$ cat src/rtl/lsu_mem_stage.sv
`default_nettype none
// ============================================================================
// Module   : lsu_mem_stage
// Purpose  : Load/store memory stage. Accepts one byte/halfword/word access at
//            a time, drives a single-port combinational-read data memory, and
//            returns a load result (sign- or zero-extended) or a completion
//            for stores. Sub-word stores use a read-modify-write pass.
// Revision : 1.0 - initial release
//
// Ports
//   clk          clock, rising-edge
//   reset        asynchronous active-low reset
//   req_valid    request present          req_ready   request accepted (IDLE)
//   req_store    1 store / 0 load         req_size    00 B, 01 H, 10 W, 11 rsvd
//   req_signed   load sign-extension      req_addr    byte address
//   req_wdata    right-aligned store data
//   resp_valid   response present         resp_ready  response consumed
//   resp_rdata   extended load data (0 for stores/errors)
//   resp_err     request rejected (only with LSU_MISALIGN_TRAP_EN)
//   mem_addr     word index (upper bits zero)
//   mem_we       one-cycle write strobe   mem_wdata   full write word
//   mem_rdata    combinational read word at mem_addr
//
// Configuration
//   LSU_MISALIGN_TRAP_EN  defined: misaligned halfword/word and size 11 are
//                         rejected with resp_err=1 after one cycle.
//                         undefined: low address bits below the access size
//                         are ignored, size 11 acts as word, resp_err is 0.
// ============================================================================
module lsu_mem_stage #(
  parameter int ADDR_BITS = 10
) (
  input  logic        clk,
  input  logic        reset,
  input  logic        req_valid,
  output logic        req_ready,
  input  logic        req_store,
  input  logic [1:0]  req_size,
  input  logic        req_signed,
  input  logic [31:0] req_addr,
  input  logic [31:0] req_wdata,
  output logic        resp_valid,
  input  logic        resp_ready,
  output logic [31:0] resp_rdata,
  output logic        resp_err,
  output logic [31:0] mem_addr,
  output logic        mem_we,
  output logic [31:0] mem_wdata,
  input  logic [31:0] mem_rdata
);

  localparam logic [1:0] SIZE_HALF = 2'b01;

  typedef enum logic [1:0] {
    IDLE   = 2'd0,
    ACCESS = 2'd1,
    MERGE  = 2'd2,
    RESP   = 2'd3
  } state_t;

  state_t state, state_next;

  // Request fields latched at accept
  logic                 lat_store;
  logic [1:0]           lat_size;
  logic                 lat_signed;
  logic [1:0]           lat_off;
  logic [15:0]          lat_wdata;
  logic                 lat_word;

  logic [ADDR_BITS-1:0] idx_q;
  logic [31:0]          wdata_q;
  logic [31:0]          rdata_q;

  logic                 req_bad;
  logic [7:0]           lane_byte;
  logic [15:0]          lane_half;
  logic [31:0]          load_val;
  logic [31:0]          merge_val;

  // Only the word-index bits and the byte offset of the address are used.
  logic unused_addr_bits;
  assign unused_addr_bits = ^req_addr;

`ifdef LSU_MISALIGN_TRAP_EN
  localparam logic [1:0] SIZE_WORD = 2'b10;
  localparam logic [1:0] SIZE_RSVD = 2'b11;
  logic err_q;

  assign req_bad = (req_size == SIZE_RSVD)
                 | ((req_size == SIZE_HALF) & req_addr[0])
                 | ((req_size == SIZE_WORD) & (|req_addr[1:0]));
  assign resp_err = err_q;
`else
  assign req_bad  = 1'b0;
  assign resp_err = 1'b0;
`endif

  // Size 11 only reaches ACCESS when trapping is disabled, where it is a word.
  assign lat_word = lat_size[1];

  assign mem_addr   = {{(32 - ADDR_BITS){1'b0}}, idx_q};
  assign mem_wdata  = wdata_q;
  assign resp_rdata = rdata_q;

  // --------------------------------------------------------------------------
  // State register
  // --------------------------------------------------------------------------
  always_ff @(posedge clk or negedge reset) begin
    if (!reset) begin
      state <= IDLE;
    end else begin
      state <= state_next;
    end
  end

  // --------------------------------------------------------------------------
  // Next state and control outputs
  // --------------------------------------------------------------------------
  always_comb begin
    state_next = state;
    req_ready  = 1'b0;
    resp_valid = 1'b0;
    mem_we     = 1'b0;
    case (state)
      IDLE: begin
        req_ready = 1'b1;
        if (req_valid) begin
          state_next = req_bad ? RESP : ACCESS;
        end
      end
      ACCESS: begin
        // A word store writes straight away; sub-word stores must first read
        // the surrounding lanes, so they take an extra MERGE cycle.
        mem_we     = lat_store & lat_word;
        state_next = (lat_store && !lat_word) ? MERGE : RESP;
      end
      MERGE: begin
        mem_we     = 1'b1;
        state_next = RESP;
      end
      RESP: begin
        resp_valid = 1'b1;
        if (resp_ready) begin
          state_next = IDLE;
        end
      end
      default: state_next = IDLE;
    endcase
  end

  // --------------------------------------------------------------------------
  // Lane extraction for loads and lane insertion for sub-word stores
  // --------------------------------------------------------------------------
  always_comb begin
    lane_byte = mem_rdata[{lat_off, 3'b000} +: 8];
    lane_half = mem_rdata[{lat_off[1], 4'b0000} +: 16];

    if (lat_word) begin
      load_val = mem_rdata;
    end else if (lat_size == SIZE_HALF) begin
      load_val = {{16{lat_signed & lane_half[15]}}, lane_half};
    end else begin
      load_val = {{24{lat_signed & lane_byte[7]}}, lane_byte};
    end

    merge_val = mem_rdata;
    if (lat_size == SIZE_HALF) begin
      merge_val[{lat_off[1], 4'b0000} +: 16] = lat_wdata;
    end else begin
      merge_val[{lat_off, 3'b000} +: 8] = lat_wdata[7:0];
    end
  end

  // --------------------------------------------------------------------------
  // Datapath registers
  // --------------------------------------------------------------------------
  always_ff @(posedge clk or negedge reset) begin
    if (!reset) begin
      lat_store  <= 1'b0;
      lat_size   <= 2'b00;
      lat_signed <= 1'b0;
      lat_off    <= 2'b00;
      lat_wdata  <= 16'd0;
      idx_q      <= '0;
      wdata_q    <= 32'd0;
      rdata_q    <= 32'd0;
`ifdef LSU_MISALIGN_TRAP_EN
      err_q      <= 1'b0;
`endif
    end else begin
      case (state)
        IDLE: begin
          if (req_valid) begin
            lat_store  <= req_store;
            lat_size   <= req_size;
            lat_signed <= req_signed;
            lat_off    <= req_addr[1:0];
            lat_wdata  <= req_wdata[15:0];
            // Stores and rejected requests report zero data.
            rdata_q    <= 32'd0;
`ifdef LSU_MISALIGN_TRAP_EN
            err_q      <= req_bad;
`endif
            // Memory-side outputs only move for requests that touch memory,
            // and write data only when a write is about to be issued.
            if (!req_bad) begin
              idx_q <= req_addr[ADDR_BITS+1:2];
              if (req_store && req_size[1]) begin
                wdata_q <= req_wdata;
              end
            end
          end
        end
        ACCESS: begin
          if (!lat_store) begin
            rdata_q <= load_val;
          end else if (!lat_word) begin
            // wdata_q doubles as the merge register for the MERGE write.
            wdata_q <= merge_val;
          end
        end
        default: ;
      endcase
    end
  end

endmodule
`default_nettype wire

$ cat config.mk
export PLATFORM = sky130hd
export DESIGN_NAME = lsu_mem_stage
export DESIGN_NICKNAME = d
export VERILOG_FILES = /design/src/rtl/lsu_mem_stage.sv
export SDC_FILE = /design/constraint.sdc
export NUM_CORES = 1
export LEC_CHECK = 0
export ABC_AREA = 1
export BUFFER_PORTS_ARGS = -buffer_cell sky130_fd_sc_hd__buf_2
export CELL_PAD_IN_SITES_DETAIL_PLACEMENT = 1
export CELL_PAD_IN_SITES_GLOBAL_PLACEMENT = 2
export CORE_MARGIN = 3
export CORE_UTILIZATION = 27
export DETAILED_ROUTE_END_ITERATION = 10
export PLACE_DENSITY = 0.76
export SKIP_CTS_REPAIR_TIMING = 1
export SLEW_MARGIN = 20
export SYNTH_ARGS = -nofsm -noshare
export SYNTH_HDL_FRONTEND = slang
export SYNTH_SLANG_ARGS = --single-unit
export TNS_END_PERCENT = 10
$ cat constraint.sdc
create_clock -name clk -period 2.7 [get_ports clk]
set_clock_uncertainty 0.05 [all_clocks]
set_input_delay 0.54 -clock clk [delete_from_list [all_inputs] [get_ports clk]]
set_output_delay 0.54 -clock clk [all_outputs]
set_load 0.1 [all_outputs]
==> impl.org, run 1 <==
** Placed design
- Final estimated routing congestion in global placement :: 0.865
- Port buffering added 160 buffers.
- Detailed placement HPWL :: 17,300 um
- After detailed placement, the total cell area comes to 7130 um^2.

** Floorplanning
- For this configuration, the core starts out at a cell density of 27.8%.
- From bottom edge to top edge, the die measures 157 um.
- Number of I/O pins :: 204
- The floorplan has 54 rows.
- The die is 157 um wide.
- Total die area :: 24,500 um^2
- Floorplan core area :: 22,000 um^2

** Global routing
- The via count of the first global-routing pass came to 5,969.
- GRT Max-Usage Layer :: met2
- Global routing consumed, on the met1 layer, 26.2% of the routing resources.
- Grt met3 use :: 3.46%
- Maximum number of pins on one net before global-route repair :: 65
- The first global-routing pass estimated 34,600 um of wire.
- In the global route stage, met2 resource usage came out at 29.0%.
- Tot GR Track Use :: 18.4%
- The total overflow left after global routing is 0.
- The initial antenna violation count was 3.

** STA
- Hold Violations, Final :: 0
- Unrepaired setup endpoints after global routing :: false
- Final hold analysis gives a worst-case slack of 0.346 ns.
- Shortest clock period the worst path allows after layout :: 2.38 ns
- Tightest slew margin relative to the limit :: 63.7%
- The worst path uses 88.0% of the clock period.
- Least-Margin Pin Slew :: 0.543 ns
- Static timing analysis puts the maximum clock frequency at 421 MHz.
- Setup tns final :: 0 ns
- Setup violations remaining at the end of the flow were counted as 0.
- The final max-slew violation count was 0.

** Synthesis
- The most used flip-flop cell after synthesis is sky130_fd_sc_hd__dfrtp_1.
- The cell count after synthesis came out at 857.
- For this run, the number of Yosys warnings is 0.
- Number of synthesized register bits :: 98
- Of the post-synthesis cell area, the dominant cell type holds 40.1%.
- Syn avg cell area :: 7.14 um^2
- Of all flip-flops after synthesis, the portion carrying an async set or reset was 100%.
- Sequential share of the synthesized area :: 40.1%
- Summing every instance area after synthesis gives 6120 um^2.
- Top cells by area in the synthesized netlist :: sky130_fd_sc_hd__dfrtp_1, sky130_fd_sc_hd__nand2_1, sky130_fd_sc_hd__o21ai_0
- sky130_fd_sc_hd__dfrtp_1 takes more of the synthesized area than any other cell.
- The netlist uses 35 different library cells.
- Number of enable-type register cells in the synthesized netlist :: 0

** Setup path
- Arrival @ worst endpoint :: 1.79 ns
- The worst setup path is captured at an output pin.
- Of all nets on the critical path, the largest fanout is 5.
- Critical path launch point type :: register
- Data required time of the critical path :: 2.11 ns
- Worst setup path category :: register to output pin

** Finish
- Number of filler instances in the final layout :: 2,825
- Area growth from synthesis to layout :: 21.9%
- Leading cell type in the layout, fill and taps excluded :: sky130_fd_sc_hd__nand2_1
- Final design instance area without fill :: 7460 um^2
- In the final layout, the share of cells above drive strength 1 is 22.3%.
- # nets final :: 1,110
- 0 antenna diodes ended up in the layout.
- Top library cells by usage in the layout, fill and taps aside :: sky130_fd_sc_hd__nand2_1, sky130_fd_sc_hd__buf_2, sky130_fd_sc_hd__dfrtp_1, sky130_fd_sc_hd__o21ai_0, sky130_fd_sc_hd__inv_1

** Drt
- Count of vias placed by the detailed router :: 6,074
- DR pass1 iterations :: 4
- Post-DR vias/cell :: 4.74
- Initial DRC count :: 313
- In the routed design, unresolved DRC markers number 0.
- Number of nets with antenna violations after routing :: 0
- Routed WL per cell :: 18.0 um
- Summed over all layers, the routed wires come to 23,000 um.

** Clock network
- Clock-pin slew was measured on the worst setup and hold paths at 0.08 ns.
- Maximum buffer depth of the clock tree :: 2
- Sink count of the clock tree :: 98
- TritonCTS built the clock tree.
- H-tree depth :: 3
- Clock tree synthesis inserted a total of 9 buffers.
- At the later pin of the worst-skew pair, clock insertion delay measures 0.37 ns.
- The tree is rooted in a sky130_fd_sc_hd__clkbuf_16.

** Outcome
- The flow ran to the end, and the final reports show no timing, DRC or antenna violations.

** Job
- The tool flagged a number of max-cap violations equal to 0.

** Hold path
- Min-delay worst type :: input port to register
layout make-up:
cell class                 count  area, um^2  area share (%)
sequential                    98        2450            32.9
inverter                      74         280            3.76
tap                          280         350            4.70
clock buffer                   9         225            3.02
multi-input combinational    638        3090            41.4
timing repair buffer         175         971            13.0
clock inverter                 7        95.1            1.27
sequential cells by signal (all words and copies together), names as in the netlist:
signal	cells
lat_signed	1
lat_wdata	16
mem_wdata	32
resp_rdata	32
idx_q	10
lat_off	2
state	2
lat_size	2
lat_store	1
worst paths after layout:
path                                startpoint              to  slack, ns  cells after the start
worst max-delay path                  state[1]          mem_we       0.32                      6
worst min-delay path               req_addr[5]        idx_q[3]       0.35                      2
worst max register to register      lat_off[0]   mem_wdata[28]       0.40                      7
worst min register to register  resp_rdata[18]  resp_rdata[18]       0.42                      2
max in group asynchronous                reset       lat_store       1.34                      3
min in group asynchronous                reset   mem_wdata[22]       0.52                      2
per-stage QoR:
step                      util [%]  setup slack (ns)  instances
after floorplan                  -             0.119        879
after global placement        32.4             0.483       1264
after detailed placement      32.4             0.415       1264
after CTS                     33.8             0.285       1280
after global routing          33.9             0.168       1281
final                         33.9             0.324       1281
critical path, cell delays in order (launching register included):
cell	delay, ns
sky130_fd_sc_hd__dfrtp_1	0.41
sky130_fd_sc_hd__inv_1	0.14
sky130_fd_sc_hd__ha_1	0.27
sky130_fd_sc_hd__nand2_1	0.11
sky130_fd_sc_hd__nor2_1	0.13
sky130_fd_sc_hd__o21a_1	0.18
sky130_fd_sc_hd__buf_12	0.18
synthesized netlist by cell type, drive strengths merged, types with 2 or more instances:
cell	count
nand2	301
o21bai	8
inv	72
dfrtp	98
clkbuf	20
buf	49
o21ai	78
nor3	8
a21boi	16
o22ai	2
a21oi	67
mux2	19
o211ai	12
clkinv	2
ha	10
nand3	37
a22oi	6
nor2	48
routing by layer:
| metal | share of wire [%] | vias up | wire, um |
|---|---|---|---|
| met1 | 48 | 2890 | 11000 |
| met5 | 0.12 | - | 28 |
| met3 | 5.3 | 27 | 1220 |
| met4 | 1.6 | 6 | 360 |
| li1 | - | 2987 | - |
| met2 | 45 | 164 | 10400 |
cell families (layout without fill, tap and decap cells):
| family | count (synthesis) | in the layout | synth area share [%] |
|---|---|---|---|
| compound gates | 190 | 190 | 17.6 |
| fa+ha+maj | 10 | 10 | 2.04 |
| buf+inv | 143 | 265 | 10.9 |
| flops | 98 | 98 | 40.1 |
| mux | 19 | 19 | 3.50 |
| other cells | 1 | 23 | 0.0613 |
| simple gates | 396 | 396 | 25.8 |
Power of run 1 is left out: the tool's default activity adds up to more than one toggle a clock period on the data nets, which glitch-free logic cannot reach.
==> inputs of run 2 (changes only) <==
==> constraint.sdc (replaced) <==
create_clock -name clk -period 2.4 [get_ports clk]
set_clock_uncertainty 0.05 [all_clocks]
set_input_delay 0.48 -clock clk [delete_from_list [all_inputs] [get_ports clk]]
set_output_delay 0.48 -clock clk [all_outputs]
set_load 0.1 [all_outputs]
==> run 2 against run 1 <==
  * Via count increased by 0.87%
  * Worst hold slack got worse by 0.054 ns
  * Register-to-register slack got worse by 0.17 ns
  * Global-route usage increased by 0.15 points
==> impl.org, run 2 (synthesis results as in run 1) <==
** Outcome
- The flow ran to the end, and the final reports show no timing, DRC or antenna violations.

** Setup path
- Cell chain of the critical path :: inv_2 -> ha_2 -> nand2_1 -> nor2_1 -> o21a_1 -> buf_12
- STA classifies the critical path startpoint as a register.
- Data required time of the critical path :: 1.87 ns (-0.24 ns)
- Crit-path max FO :: 5 (unchanged)
- Reg-to-Reg End :: mem_wdata[26]
- Highest-delay cell along the critical path :: sky130_fd_sc_hd__dfrtp_1
- Origin of the worst setup path :: state[1]
- Flop-to-flop setup slack :: 0.23 ns (-0.17 ns)
- The arrival time of the worst setup path is 1.69 ns (-0.10 ns).
- Grouping stages by cell kind, the critical path spends the most delay in flip-flops.
- The number of cells on the critical path is 6 (unchanged).
- Setup crit end kind :: output pin
- The logic depth of the worst register-to-register path is 7 (unchanged).
- Worst setup path endpoint :: mem_we
- Slowest cell delay on critical path :: 0.42 ns (about the same)
- The number of buffers and inverters on the critical path was 2 (unchanged).
- In this run the critical register-to-register path is launched from lat_off[1].
- By startpoint and endpoint, the worst setup path is classified as register to output pin.

** Finish
- Fraction of final layout cells sized beyond drive strength 1 :: 23.1% (+0.81 points)
- In the layout the commonest cells are sky130_fd_sc_hd__nand2_1, sky130_fd_sc_hd__buf_2, sky130_fd_sc_hd__dfrtp_1, sky130_fd_sc_hd__o21ai_0, sky130_fd_sc_hd__inv_1.
- Area growth from synthesis to layout :: 22.9%
- # nets final :: 1,118 (+0.72%)
- The final-layout fill cell count was 2,825 (unchanged).
- Leading cell type in the layout, fill and taps excluded :: sky130_fd_sc_hd__nand2_1
- Final design instance area without fill :: 7520 um^2 (+0.81%)
- The post-layout instance count excluding filler cells came to 1,290 (+0.70%).

** Global routing
- Tot GR Track Use :: 18.6% (+0.15 points)
- The largest net degree at the start of global routing came to 65 (unchanged).
- Met2 usage in global routing :: 29.0% (about the same)
- First-pass GRT wire length :: 35,200 um (+1.8%)
- Via count of the first global-routing pass :: 6,206 (+4.0%)
- Initial antenna violation count :: 3 (unchanged)
- Global-route met1 utilization :: 26.6% (+0.45 points)
- The met3 demand-to-capacity share in global routing was 3.51% (+0.055 points).
- The sum of overflow across all layers after global routing was 0 (unchanged).
- In this run the most used layer during global routing was met2.

** Floorplanning
- The count of standard-cell rows was 54 (unchanged).
- Number of I/O pins :: 204 (unchanged)
- Initial standard-cell utilization of the core :: 27.8% (unchanged)
- Floorplan core area :: 22,000 um^2 (unchanged)
- The area of the die is 24,500 um^2 (unchanged).
- DIE WIDTH :: 157 um (unchanged)
- Die Y-Extent :: 157 um (unchanged)

** Hold path
- Min-delay worst type :: input port to register
- The cell depth of the worst min-delay path is 2 (unchanged).
- Startpoint of the worst hold path :: req_addr[5]

** Clock network
- The clock latency on the worst-skew pair came to 0.36 ns (about the same).
- Sink count of the clock tree :: 98 (unchanged)
- Maximum buffer depth of the clock tree :: 2 (unchanged)
- The CTS buffer count is 9 (unchanged).
- The clock input transition at the sequential cells of the worst setup and hold paths was 0.08 ns (about the same).
- Master cell of the clock root buffer :: sky130_fd_sc_hd__clkbuf_16
- The CTS H-tree depth was 3 (unchanged).
- CTS tree :: done

** STA
- Tightest slew margin relative to the limit :: 65.4% (+1.8 points)
- The accumulated negative setup slack was 0 ns (unchanged).
- The final hold violation count was 0 (unchanged).
- # setup viols final :: 0 (unchanged)
- Timing-limited maximum frequency :: 450 MHz
- The worst path uses 92.6% of the clock period.
- The final max-slew violation count came to 0 (unchanged).
- Setup repair after global routing left no endpoint under its margin.
- The routed design could run at a clock period as short as 2.22 ns.
- Least-Margin Pin Slew :: 0.516 ns (-0.0273 ns)
- The final critical-path setup slack came to 0.179 ns (-0.145 ns).

** Placed design
- The number of buffers added on ports was 160 (unchanged).
- Final estimated routing congestion in global placement :: 0.854 (-1.3%)
- The worst slack at placement was 0.261 ns (-0.154 ns).
- Placed cell count :: 1,272 (+0.63%)
- Detailed placement HPWL :: 17,500 um (+1.2%)
- Cell area after placement :: 7190 um^2 (+0.88%)

** Drt
- Final WL :: 23,100 um (+0.27%)
- The overall via count from detail_route came to 6,127 (+0.87%).
- The number of detailed-route iterations in the first pass is 5 (+1).
- Post-DR vias/cell :: 4.75 (+0.17%)
- Routed WL per cell :: 17.9 um (-0.43%)
- The number of DRC violations after detailed-routing iteration 0 came to 325 (+3.8%).
- The number of routed nets with antenna violations is 0 (unchanged).
- The total DRC errors in the routed layout was 0 (unchanged).

** Job
- Number of maximum-capacitance constraint violations :: 0 (unchanged)
## run 2: worst min-delay path by stage
stage                               end  slack [ns]
after global routing           idx_q[8]        0.28
after detailed placement  mem_wdata[22]        0.36
after floorplan                idx_q[0]        0.13
after global placement    mem_wdata[22]        0.36
after CTS                 mem_wdata[22]       -0.03
final                          idx_q[3]        0.29
## run 2: metrics by stage
| stage | utilization, % | hold slack (ns) |
|---|---|---|
| after floorplan | - | 0.134 |
| after global placement | 32.7 | 0.359 |
| after detailed placement | 32.7 | 0.362 |
| after CTS | 34.1 | -0.0302 |
| after global routing | 34.1 | 0.281 |
| final | 34.1 | 0.292 |
## run 2: layer usage
| layer | up-vias | part of all wire, % |
|---|---|---|
| met4 | 4 | 1.8 |
| met3 | 24 | 4.9 |
| met1 | 2918 | 48 |
| met2 | 176 | 45 |
| met5 | - | 0.061 |
| li1 | 3005 | - |
## run 2: layout make-up
cell class,instances,area (um^2),share of cell area [%]
antenna,1,2.50,0.0333
timing repair buffer,183,1030,13.7
tap,280,350,4.66
clock buffer,10,229,3.04
sequential,98,2450,32.6
clock inverter,6,83.8,1.11
inverter,74,280,3.73
multi-input combinational,638,3090,41.1
## run 2: worst register-to-register path, stage by stage (launching register included)
cell                       delay, ns
sky130_fd_sc_hd__dfrtp_1        0.42
sky130_fd_sc_hd__inv_1          0.28
sky130_fd_sc_hd__ha_1           0.33
sky130_fd_sc_hd__nor3_2         0.47
sky130_fd_sc_hd__nand2_1        0.11
sky130_fd_sc_hd__nand3_1        0.09
sky130_fd_sc_hd__nand3_1        0.11
sky130_fd_sc_hd__a21boi_0       0.21
Power of run 2 is left out for the same reason.
